**src/rtl/conv_pkg.sv**
```systemverilog
`default_nettype none
// ---------------------------------------------------------------------------
// conv_pkg : shared types and sizing helpers for the convolution frame path
// Rev 1.0
// ---------------------------------------------------------------------------
package conv_pkg;

  typedef enum logic [2:0] {
    ST_IDLE      = 3'd0,
    ST_LOAD      = 3'd1,
    ST_CONV_REQ  = 3'd2,
    ST_CONV_WAIT = 3'd3,
    ST_FLUSH     = 3'd4,
    ST_DONE      = 3'd5
  } state_e;

  localparam int LANES        = 4;
  localparam int PIX_PER_WORD = 3;

  function automatic int n_in(input int w, input int h);
    return (w * h + PIX_PER_WORD - 1) / PIX_PER_WORD;
  endfunction

  function automatic int n_out(input int w, input int h);
    return ((w - 2) * (h - 2) + LANES - 1) / LANES;
  endfunction

  // Never let a derived address bus collapse to zero bits
  function automatic int addr_w(input int n);
    return (n > 1) ? $clog2(n) : 1;
  endfunction

endpackage
`default_nettype wire

```
**src/rtl/conv_out_packer.sv**
```systemverilog
`default_nettype none
// ---------------------------------------------------------------------------
// conv_out_packer : packs convolved pixels four per word into output-RAM writes
// Rev 1.0
// ---------------------------------------------------------------------------
module conv_out_packer
  import conv_pkg::*;
#(
  parameter int NB_PIX  = 8,
  parameter int NB_INST = 32,
  parameter int AW_OUT  = 2
) (
  input  logic               clock,
  input  logic               reset,
  input  logic               i_clear,
  input  logic               i_valid,
  input  logic [NB_PIX-1:0]  i_result,
  input  logic               i_flush,
  output logic               o_out_we,
  output logic [AW_OUT-1:0]  o_out_waddr,
  output logic [NB_INST-1:0] o_out_wdata
);

  localparam int LW = (LANES - 1) * NB_PIX;

  logic [LW-1:0]      lanes_q, lanes_d;
  logic [1:0]         cnt_q, cnt_d;
  logic [AW_OUT-1:0]  ptr_q, ptr_d;
  logic [AW_OUT-1:0]  waddr_q, waddr_d;
  logic [NB_INST-1:0] wdata_q, wdata_d;
  logic               we_q, we_d;

  // Lanes are zeroed after every emitted word, so a partial flush carries zeros up top
  always_comb begin
    lanes_d = lanes_q;
    cnt_d   = cnt_q;
    ptr_d   = ptr_q;
    waddr_d = waddr_q;
    wdata_d = wdata_q;
    we_d    = 1'b0;
    if (i_clear) begin
      lanes_d = '0;
      cnt_d   = '0;
      ptr_d   = '0;
    end else if (i_valid) begin
      if (cnt_q == 2'(LANES - 1)) begin
        we_d    = 1'b1;
        waddr_d = ptr_q;
        wdata_d = NB_INST'({i_result, lanes_q});
        ptr_d   = ptr_q + 1'b1;
        cnt_d   = '0;
        lanes_d = '0;
      end else begin
        for (int k = 0; k < LANES - 1; k++) begin
          if (cnt_q == 2'(k)) lanes_d[k*NB_PIX +: NB_PIX] = i_result;
        end
        cnt_d = cnt_q + 2'd1;
      end
    end else if (i_flush && (cnt_q != 2'd0)) begin
      we_d    = 1'b1;
      waddr_d = ptr_q;
      wdata_d = NB_INST'(lanes_q);
      ptr_d   = ptr_q + 1'b1;
      cnt_d   = '0;
      lanes_d = '0;
    end
  end

  always_ff @(posedge clock) begin
    if (reset) begin
      lanes_q <= '0;
      cnt_q   <= '0;
      ptr_q   <= '0;
      waddr_q <= '0;
      wdata_q <= '0;
      we_q    <= 1'b0;
    end else begin
      lanes_q <= lanes_d;
      cnt_q   <= cnt_d;
      ptr_q   <= ptr_d;
      waddr_q <= waddr_d;
      wdata_q <= wdata_d;
      we_q    <= we_d;
    end
  end

  assign o_out_we    = we_q;
  assign o_out_waddr = waddr_q;
  assign o_out_wdata = wdata_q;

endmodule
`default_nettype wire

```
**src/rtl/conv_frame_ctrl.sv**
```systemverilog
`default_nettype none
// ---------------------------------------------------------------------------
// conv_frame_ctrl : frame loader / window sequencer / result reader for the 3x3
// convolution engine. Optional CONV_TIMEOUT_EN adds an engine watchdog. Rev 1.0
// ---------------------------------------------------------------------------
module conv_frame_ctrl
  import conv_pkg::*;
#(
  parameter  int NB_PIX  = 8,
  parameter  int NB_DATA = 24,
  parameter  int NB_INST = 32,
  parameter  int IMG_W   = 32,
  parameter  int IMG_H   = 32,
  parameter  int TIMEOUT = 64,
  localparam int N_IN    = n_in(IMG_W, IMG_H),
  localparam int N_OUT   = n_out(IMG_W, IMG_H),
  localparam int AW_IN   = addr_w(N_IN),
  localparam int AW_OUT  = addr_w(N_OUT),
  localparam int AW_R    = addr_w(IMG_H - 2),
  localparam int AW_C    = addr_w(IMG_W - 2)
) (
  input  logic               clock,
  input  logic               reset,
  input  logic               i_load,
  input  logic [NB_DATA-1:0] i_pixels,
  input  logic               i_start_conv,
  input  logic [1:0]         i_kernel_sel,
  input  logic               i_get_frame,
  output logic               o_in_we,
  output logic [AW_IN-1:0]   o_in_waddr,
  output logic [NB_DATA-1:0] o_in_wdata,
  output logic               o_conv_req,
  output logic [AW_R-1:0]    o_conv_row,
  output logic [AW_C-1:0]    o_conv_col,
  output logic [1:0]         o_kernel_sel,
  input  logic               i_conv_done,
  input  logic [NB_PIX-1:0]  i_conv_result,
  output logic               o_out_we,
  output logic [AW_OUT-1:0]  o_out_waddr,
  output logic [NB_INST-1:0] o_out_wdata,
  output logic [AW_OUT-1:0]  o_out_raddr,
  output logic               o_frame_ready,
  output logic               o_busy
`ifdef CONV_TIMEOUT_EN
  ,
  output logic               o_timeout
`endif
);

  state_e            state_q, state_d;
  logic [AW_IN-1:0]  wr_ptr_q, wr_ptr_d;
  logic [AW_R-1:0]   row_q, row_d;
  logic [AW_C-1:0]   col_q, col_d;
  logic [1:0]        kernel_q, kernel_d;
  logic [AW_OUT-1:0] rd_ptr_q, rd_ptr_d;
  logic              idle_like, result_valid, pack_clear, pack_flush, to_fire, last_win;
  logic [NB_PIX-1:0] result;

  assign idle_like = (state_q == ST_IDLE) || (state_q == ST_LOAD) || (state_q == ST_DONE);
  assign last_win  = (row_q == AW_R'(IMG_H - 3)) && (col_q == AW_C'(IMG_W - 3));

`ifdef CONV_TIMEOUT_EN
  localparam int TW = addr_w(TIMEOUT);
  logic [TW-1:0] to_cnt_q, to_cnt_d;
  logic          to_flag_q, to_flag_d;

  assign to_fire = (state_q == ST_CONV_WAIT) && !i_conv_done && (to_cnt_q == TW'(TIMEOUT - 1));

  always_comb begin
    to_cnt_d  = (state_q == ST_CONV_WAIT) ? to_cnt_q + 1'b1 : '0;
    to_flag_d = to_flag_q;
    if (to_fire) to_flag_d = 1'b1;
    else if (i_load && (state_q == ST_IDLE || state_q == ST_DONE)) to_flag_d = 1'b0;
  end

  always_ff @(posedge clock) begin
    if (reset) begin
      to_cnt_q  <= '0;
      to_flag_q <= 1'b0;
    end else begin
      to_cnt_q  <= to_cnt_d;
      to_flag_q <= to_flag_d;
    end
  end

  assign o_timeout = to_flag_q;
`else
  assign to_fire = 1'b0;
  if (TIMEOUT < 1) begin : g_timeout_unused
  end
`endif

  // A timed-out window is recorded as a zero pixel and the scan carries on
  assign result_valid = (state_q == ST_CONV_WAIT) && (i_conv_done || to_fire);
  assign result       = i_conv_done ? i_conv_result : '0;

  always_comb begin
    state_d    = state_q;
    wr_ptr_d   = wr_ptr_q;
    row_d      = row_q;
    col_d      = col_q;
    kernel_d   = kernel_q;
    rd_ptr_d   = '0;
    pack_clear = 1'b0;
    pack_flush = 1'b0;
    o_in_we    = 1'b0;
    o_in_waddr = '0;
    if (idle_like) begin
      o_in_we    = i_load && !reset;
      o_in_waddr = (state_q == ST_LOAD) ? wr_ptr_q : '0;
      if (i_load) begin
        state_d = ST_LOAD;
        if (state_q != ST_LOAD) wr_ptr_d = AW_IN'(1);
        else if (wr_ptr_q != AW_IN'(N_IN - 1)) wr_ptr_d = wr_ptr_q + 1'b1;
      end
      if (i_start_conv) begin
        state_d    = ST_CONV_REQ;
        kernel_d   = i_kernel_sel;
        row_d      = '0;
        col_d      = '0;
        pack_clear = 1'b1;
      end
    end
    if (state_q == ST_DONE) begin
      rd_ptr_d = rd_ptr_q;
      if (i_get_frame) rd_ptr_d = (rd_ptr_q == AW_OUT'(N_OUT - 1)) ? '0 : rd_ptr_q + 1'b1;
    end
    if (state_q == ST_CONV_REQ) state_d = ST_CONV_WAIT;
    if (result_valid) begin
      if (col_q == AW_C'(IMG_W - 3)) begin
        col_d = '0;
        row_d = row_q + 1'b1;
      end else begin
        col_d = col_q + 1'b1;
      end
      state_d = last_win ? ST_FLUSH : ST_CONV_REQ;
    end
    if (state_q == ST_FLUSH) begin
      pack_flush = 1'b1;
      state_d    = ST_DONE;
    end
  end

  always_ff @(posedge clock) begin
    if (reset) begin
      state_q  <= ST_IDLE;
      wr_ptr_q <= '0;
      row_q    <= '0;
      col_q    <= '0;
      kernel_q <= '0;
      rd_ptr_q <= '0;
    end else begin
      state_q  <= state_d;
      wr_ptr_q <= wr_ptr_d;
      row_q    <= row_d;
      col_q    <= col_d;
      kernel_q <= kernel_d;
      rd_ptr_q <= rd_ptr_d;
    end
  end

  conv_out_packer #(
    .NB_PIX  (NB_PIX),
    .NB_INST (NB_INST),
    .AW_OUT  (AW_OUT)
  ) u_packer (
    .clock       (clock),
    .reset       (reset),
    .i_clear     (pack_clear),
    .i_valid     (result_valid),
    .i_result    (result),
    .i_flush     (pack_flush),
    .o_out_we    (o_out_we),
    .o_out_waddr (o_out_waddr),
    .o_out_wdata (o_out_wdata)
  );

  assign o_in_wdata    = o_in_we ? i_pixels : '0;
  assign o_conv_req    = (state_q == ST_CONV_REQ) || (state_q == ST_CONV_WAIT);
  assign o_conv_row    = row_q;
  assign o_conv_col    = col_q;
  assign o_kernel_sel  = kernel_q;
  assign o_out_raddr   = rd_ptr_q;
  assign o_frame_ready = (state_q == ST_DONE);
  assign o_busy        = (state_q == ST_CONV_REQ) || (state_q == ST_CONV_WAIT) || (state_q == ST_FLUSH);

endmodule
`default_nettype wire

```
**config.mk**
```make
export PLATFORM = sky130hd
export DESIGN_NAME = conv_frame_ctrl
export DESIGN_NICKNAME = d
export VERILOG_FILES = /design/src/rtl/conv_pkg.sv /design/src/rtl/conv_out_packer.sv /design/src/rtl/conv_frame_ctrl.sv
export SDC_FILE = /design/constraint.sdc
export NUM_CORES = 1
export LEC_CHECK = 0
export ABC_AREA = 1
export CAP_MARGIN = 5
export CORE_AREA = 2 2 109 111
export CTS_CLUSTER_SIZE = 16
export DETAILED_ROUTE_END_ITERATION = 7
export DIE_AREA = 0 0 111 113
export PLACE_DENSITY_LB_ADDON = 0.15
export REMOVE_ABC_BUFFERS = 1
export SYNTH_ARGS = -nofsm -noshare
export SYNTH_HDL_FRONTEND = slang
export SYNTH_HIERARCHICAL = 1
export SYNTH_SLANG_ARGS = --single-unit
```
**constraint.sdc**
```tcl
create_clock -name clock -period 1.7 [get_ports clock]
set_input_delay 0.255 -clock clock [delete_from_list [all_inputs] [get_ports clock]]
set_output_delay 0.255 -clock clock [all_outputs]
set_load 0.01 [all_outputs]
```
==> results.py <==
metrics = {
    "status": {
        "status": "complete, but fails checks",
        "violations": "negative setup slack",
    },
    "sta": {
        "finClkSkew_ps": 4.08,
        "final-setup-viol-count": 25,
        "fin_crit_sh_pct": 110,
        "tightest_slew_ps": 353,
        "drv_slew": 0,
        "rsz0062_at_grt": "true",
        "fin_ws_ps": -166,
        "max_slew_margin_pct": 76.3,
        "max_freq_mhz": 536,
        "hold_violations": 0,
        "min_period_ps": 1870,
        "fin_hold_ws_ps": 463,
    },
    "detailed_routing": {
        "vias": 5158,
        "drc_errors": 0,
        "first_iter_violations": 231,
        "via_per_inst": 4.80,
        "wl_per_cell_um": 12.2,
        "ant_nets": 0,
        "totalWireLength_um": 13100,
        "firstDrtPassIters": 4,
    },
    "cells_and_area": {
        "drive_above_1_share_pct": 17.5,
        "antennaDiodeCount": 0,
        "fill_cells": 1036,
        "final_nets": 980,
        "area_growth_pct": 42.8,
    },
    "die": {
        "ios": 138,
        "die-width_um": 111,
        "rows": 39,
        "die_h_um": 113,
        "coreArea_um2": 11300,
        "dieArea_um2": 12500,
        "initial_core_util_pct": 44.7,
    },
    "cts": {
        "cts.htree.levels": 3,
        "clock_path_buffers": 2,
        "clock_latency_ps": 350,
        "clock_sinks": 107,
        "root_buffer": "clkbuf_16",
        "clkTransAtPathRegs_ps": 70,
        "cts_tree": "built",
        "ctsHoldBuffers": 0,
        "cts_buffers": 9,
    },
    "setup_path": {
        "cp_data_required_time_ps": 1440,
        "cp-end-kind": "primary output",
        "critPathMaxFanout": 6,
        "worstSetupPathType": "register to primary output",
        "critical_path_arrival_ps": 1610,
        "cp-start-kind": "register",
    },
    "global_route": {
        "grt_pass1_vias": 4721,
        "track_usage_pct": 20.7,
        "overflow": 0,
        "grt_pass1_wl_um": 21700,
        "grt_max_degree": 41,
        "antenna_found_initial": 0,
    },
    "yosys": {
        "yosysMostFrequentCell": "nor2_1",
        "synthDistinctLibCells": 34,
        "synth_area_um2": 5030,
        "ys.flop_type": "dfxtp_1",
        "netlist.area_leader.share_pct": 42.6,
        "synth_area_leaders": "dfxtp_1 43%, nor2_1 15%, nand2_1 9.8%, o21ai_0 6.4%, inv_1 6.2%",
        "syn_inst": 751,
        "synth_top_cells_by_count": "197 x nor2_1, 132 x nand2_1, 107 x dfxtp_1",
        "yosysSeqAreaShare_pct": 42.6,
        "synth-async-reset-ratio_pct": 0,
        "synth_edf_count": 0,
        "avgSynthCellArea_um2": 6.70,
        "synth_top_area_cell": "dfxtp_1",
        "ys_ff_latch": 107,
        "ys_warn_count": 6,
    },
    "min_path": {
        "min_path_type": "register to register",
    },
    "placement": {
        "dp_hpwl_um": 9800,
        "portBuffers": 137,
        "gp_congestion": 0.855,
    },
    "pwr": {
        "leakagePower_nw": 3.04,
        "ir_drop_mv": 0.457,
        "powerDensity_nw_per_um2": 905,
        "total_power_mw": 6.51,
    },
    "job": {
        "drv_cap": 0,
    },
}
metrics by stage:
stage	setup TNS, ps	setup slack (ps)	std cells	utilization (%)	instance area (µm²)
global placement	-14720	-284	1051	60.5	6820
finish	-3160	-166	1075	63.7	7190
detailed placement	-18380	-398	1051	60.5	6820
CTS	-986	-148	1068	62.3	7020
global route	-4530	-230	1075	63.7	7190
floorplan	-3290	-212	727	-	4900
critical path: stages, from the launching register on:
cell and delay (ps):
dfxtp_2 350, a21oi_4 180, nand2_2 100, nor2_4 200, buf_12 140, inv_4 60, nor2_2 90, buf_2 150
power by group:
| group | internal (mW) | leakage, nW | switching [mW] |
|---|---|---|---|
| logic | 0.804 | 2.05 | 1.05 |
| registers | 2.61 | 0.864 | 0.0879 |
| clock network | 1.01 | 0.131 | 0.954 |
| total | 4.42 | 3.04 | 2.09 |
cell usage in the layout (no fill, tap or decap), types with 6 or more instances in the layout:
cell / n
nand2_2: 9
buf_4: 44
nand3_1: 31
o21ai_1: 23
inv_1: 81
ha_1: 12
nand2_1: 131
buf_2: 23
clkbuf_16: 9
o21ai_0: 44
dfxtp_1: 103
nor2_4: 8
nor3_1: 9
clkdlybuf4s15_1: 6
nor2_1: 177
inv_2: 11
a21oi_1: 35
nor2_2: 19
clkdlybuf4s50_1: 100
state kept, by name (all words and copies together), names as in the netlist:
register / count
o_conv_row: 5
u_packer/ptr_q: 8
o_conv_col: 5
u_packer/lanes_q: 24
u_packer/cnt_q: 2
u_packer/o_out_wdata: 32
u_packer/o_out_waddr: 8
state_q: 3
o_kernel_sel: 2
o_out_raddr: 8
wr_ptr_q: 9
u_packer/o_out_we: 1
routing by layer:
layer  wire length (µm)  part of all wire [%]  vias up  global-route usage, %
li1                   -                     -     2699                      -
met1               5960                    45     2334                   26.0
met2               6370                    49      101                   35.5
met3                506                   3.9       24                   3.48
met4                271                   2.1        0                   8.83
met5                  0                     0        -                      0
cell families (layout without fill, tap and decap cells):
family | count (synthesis) | in the layout | share of synthesized area, %
fa+ha+maj | 12 | 12 | 2.98
compound gates | 108 | 108 | 11.0
simple gates | 401 | 401 | 33.1
flops | 107 | 107 | 42.6
xor+xnor | 4 | 4 | 0.696
buf+inv | 119 | 300 | 9.69
worst paths after layout:
path	from	to	slack, ps	cells past startpoint
max	state_q[2]	o_in_wdata[9]	-170	7
min	u_packer/lanes_q[20]	u_packer/lanes_q[20]	460	2
max reg2reg	state_q[0]	u_packer/o_out_wdata[1]	50	11
min reg2reg	u_packer/lanes_q[20]	u_packer/lanes_q[20]	460	2
layout make-up:
| cell class | instances | area [µm²] | area share [%] |
|---|---|---|---|
| clock buffer | 9 | 225 | 3.13 |
| clock inverter | 6 | 51.3 | 0.714 |
| inverter | 95 | 368 | 5.12 |
| multi-input combinational | 525 | 2510 | 34.9 |
| sequential | 107 | 2150 | 29.9 |
| tap | 143 | 179 | 2.49 |
| timing repair buffer | 188 | 1690 | 23.5 |
| timing repair inverter | 2 | 15.0 | 0.209 |
repair_timing:
item	4_1_cts	5_1_grt
buffers inserted	2	5
setup endpoints to repair	37	94
pin swaps	1	5
cloned	0	2
resized for setup	123	81
Note: power is estimated with default switching activity, not from simulation.
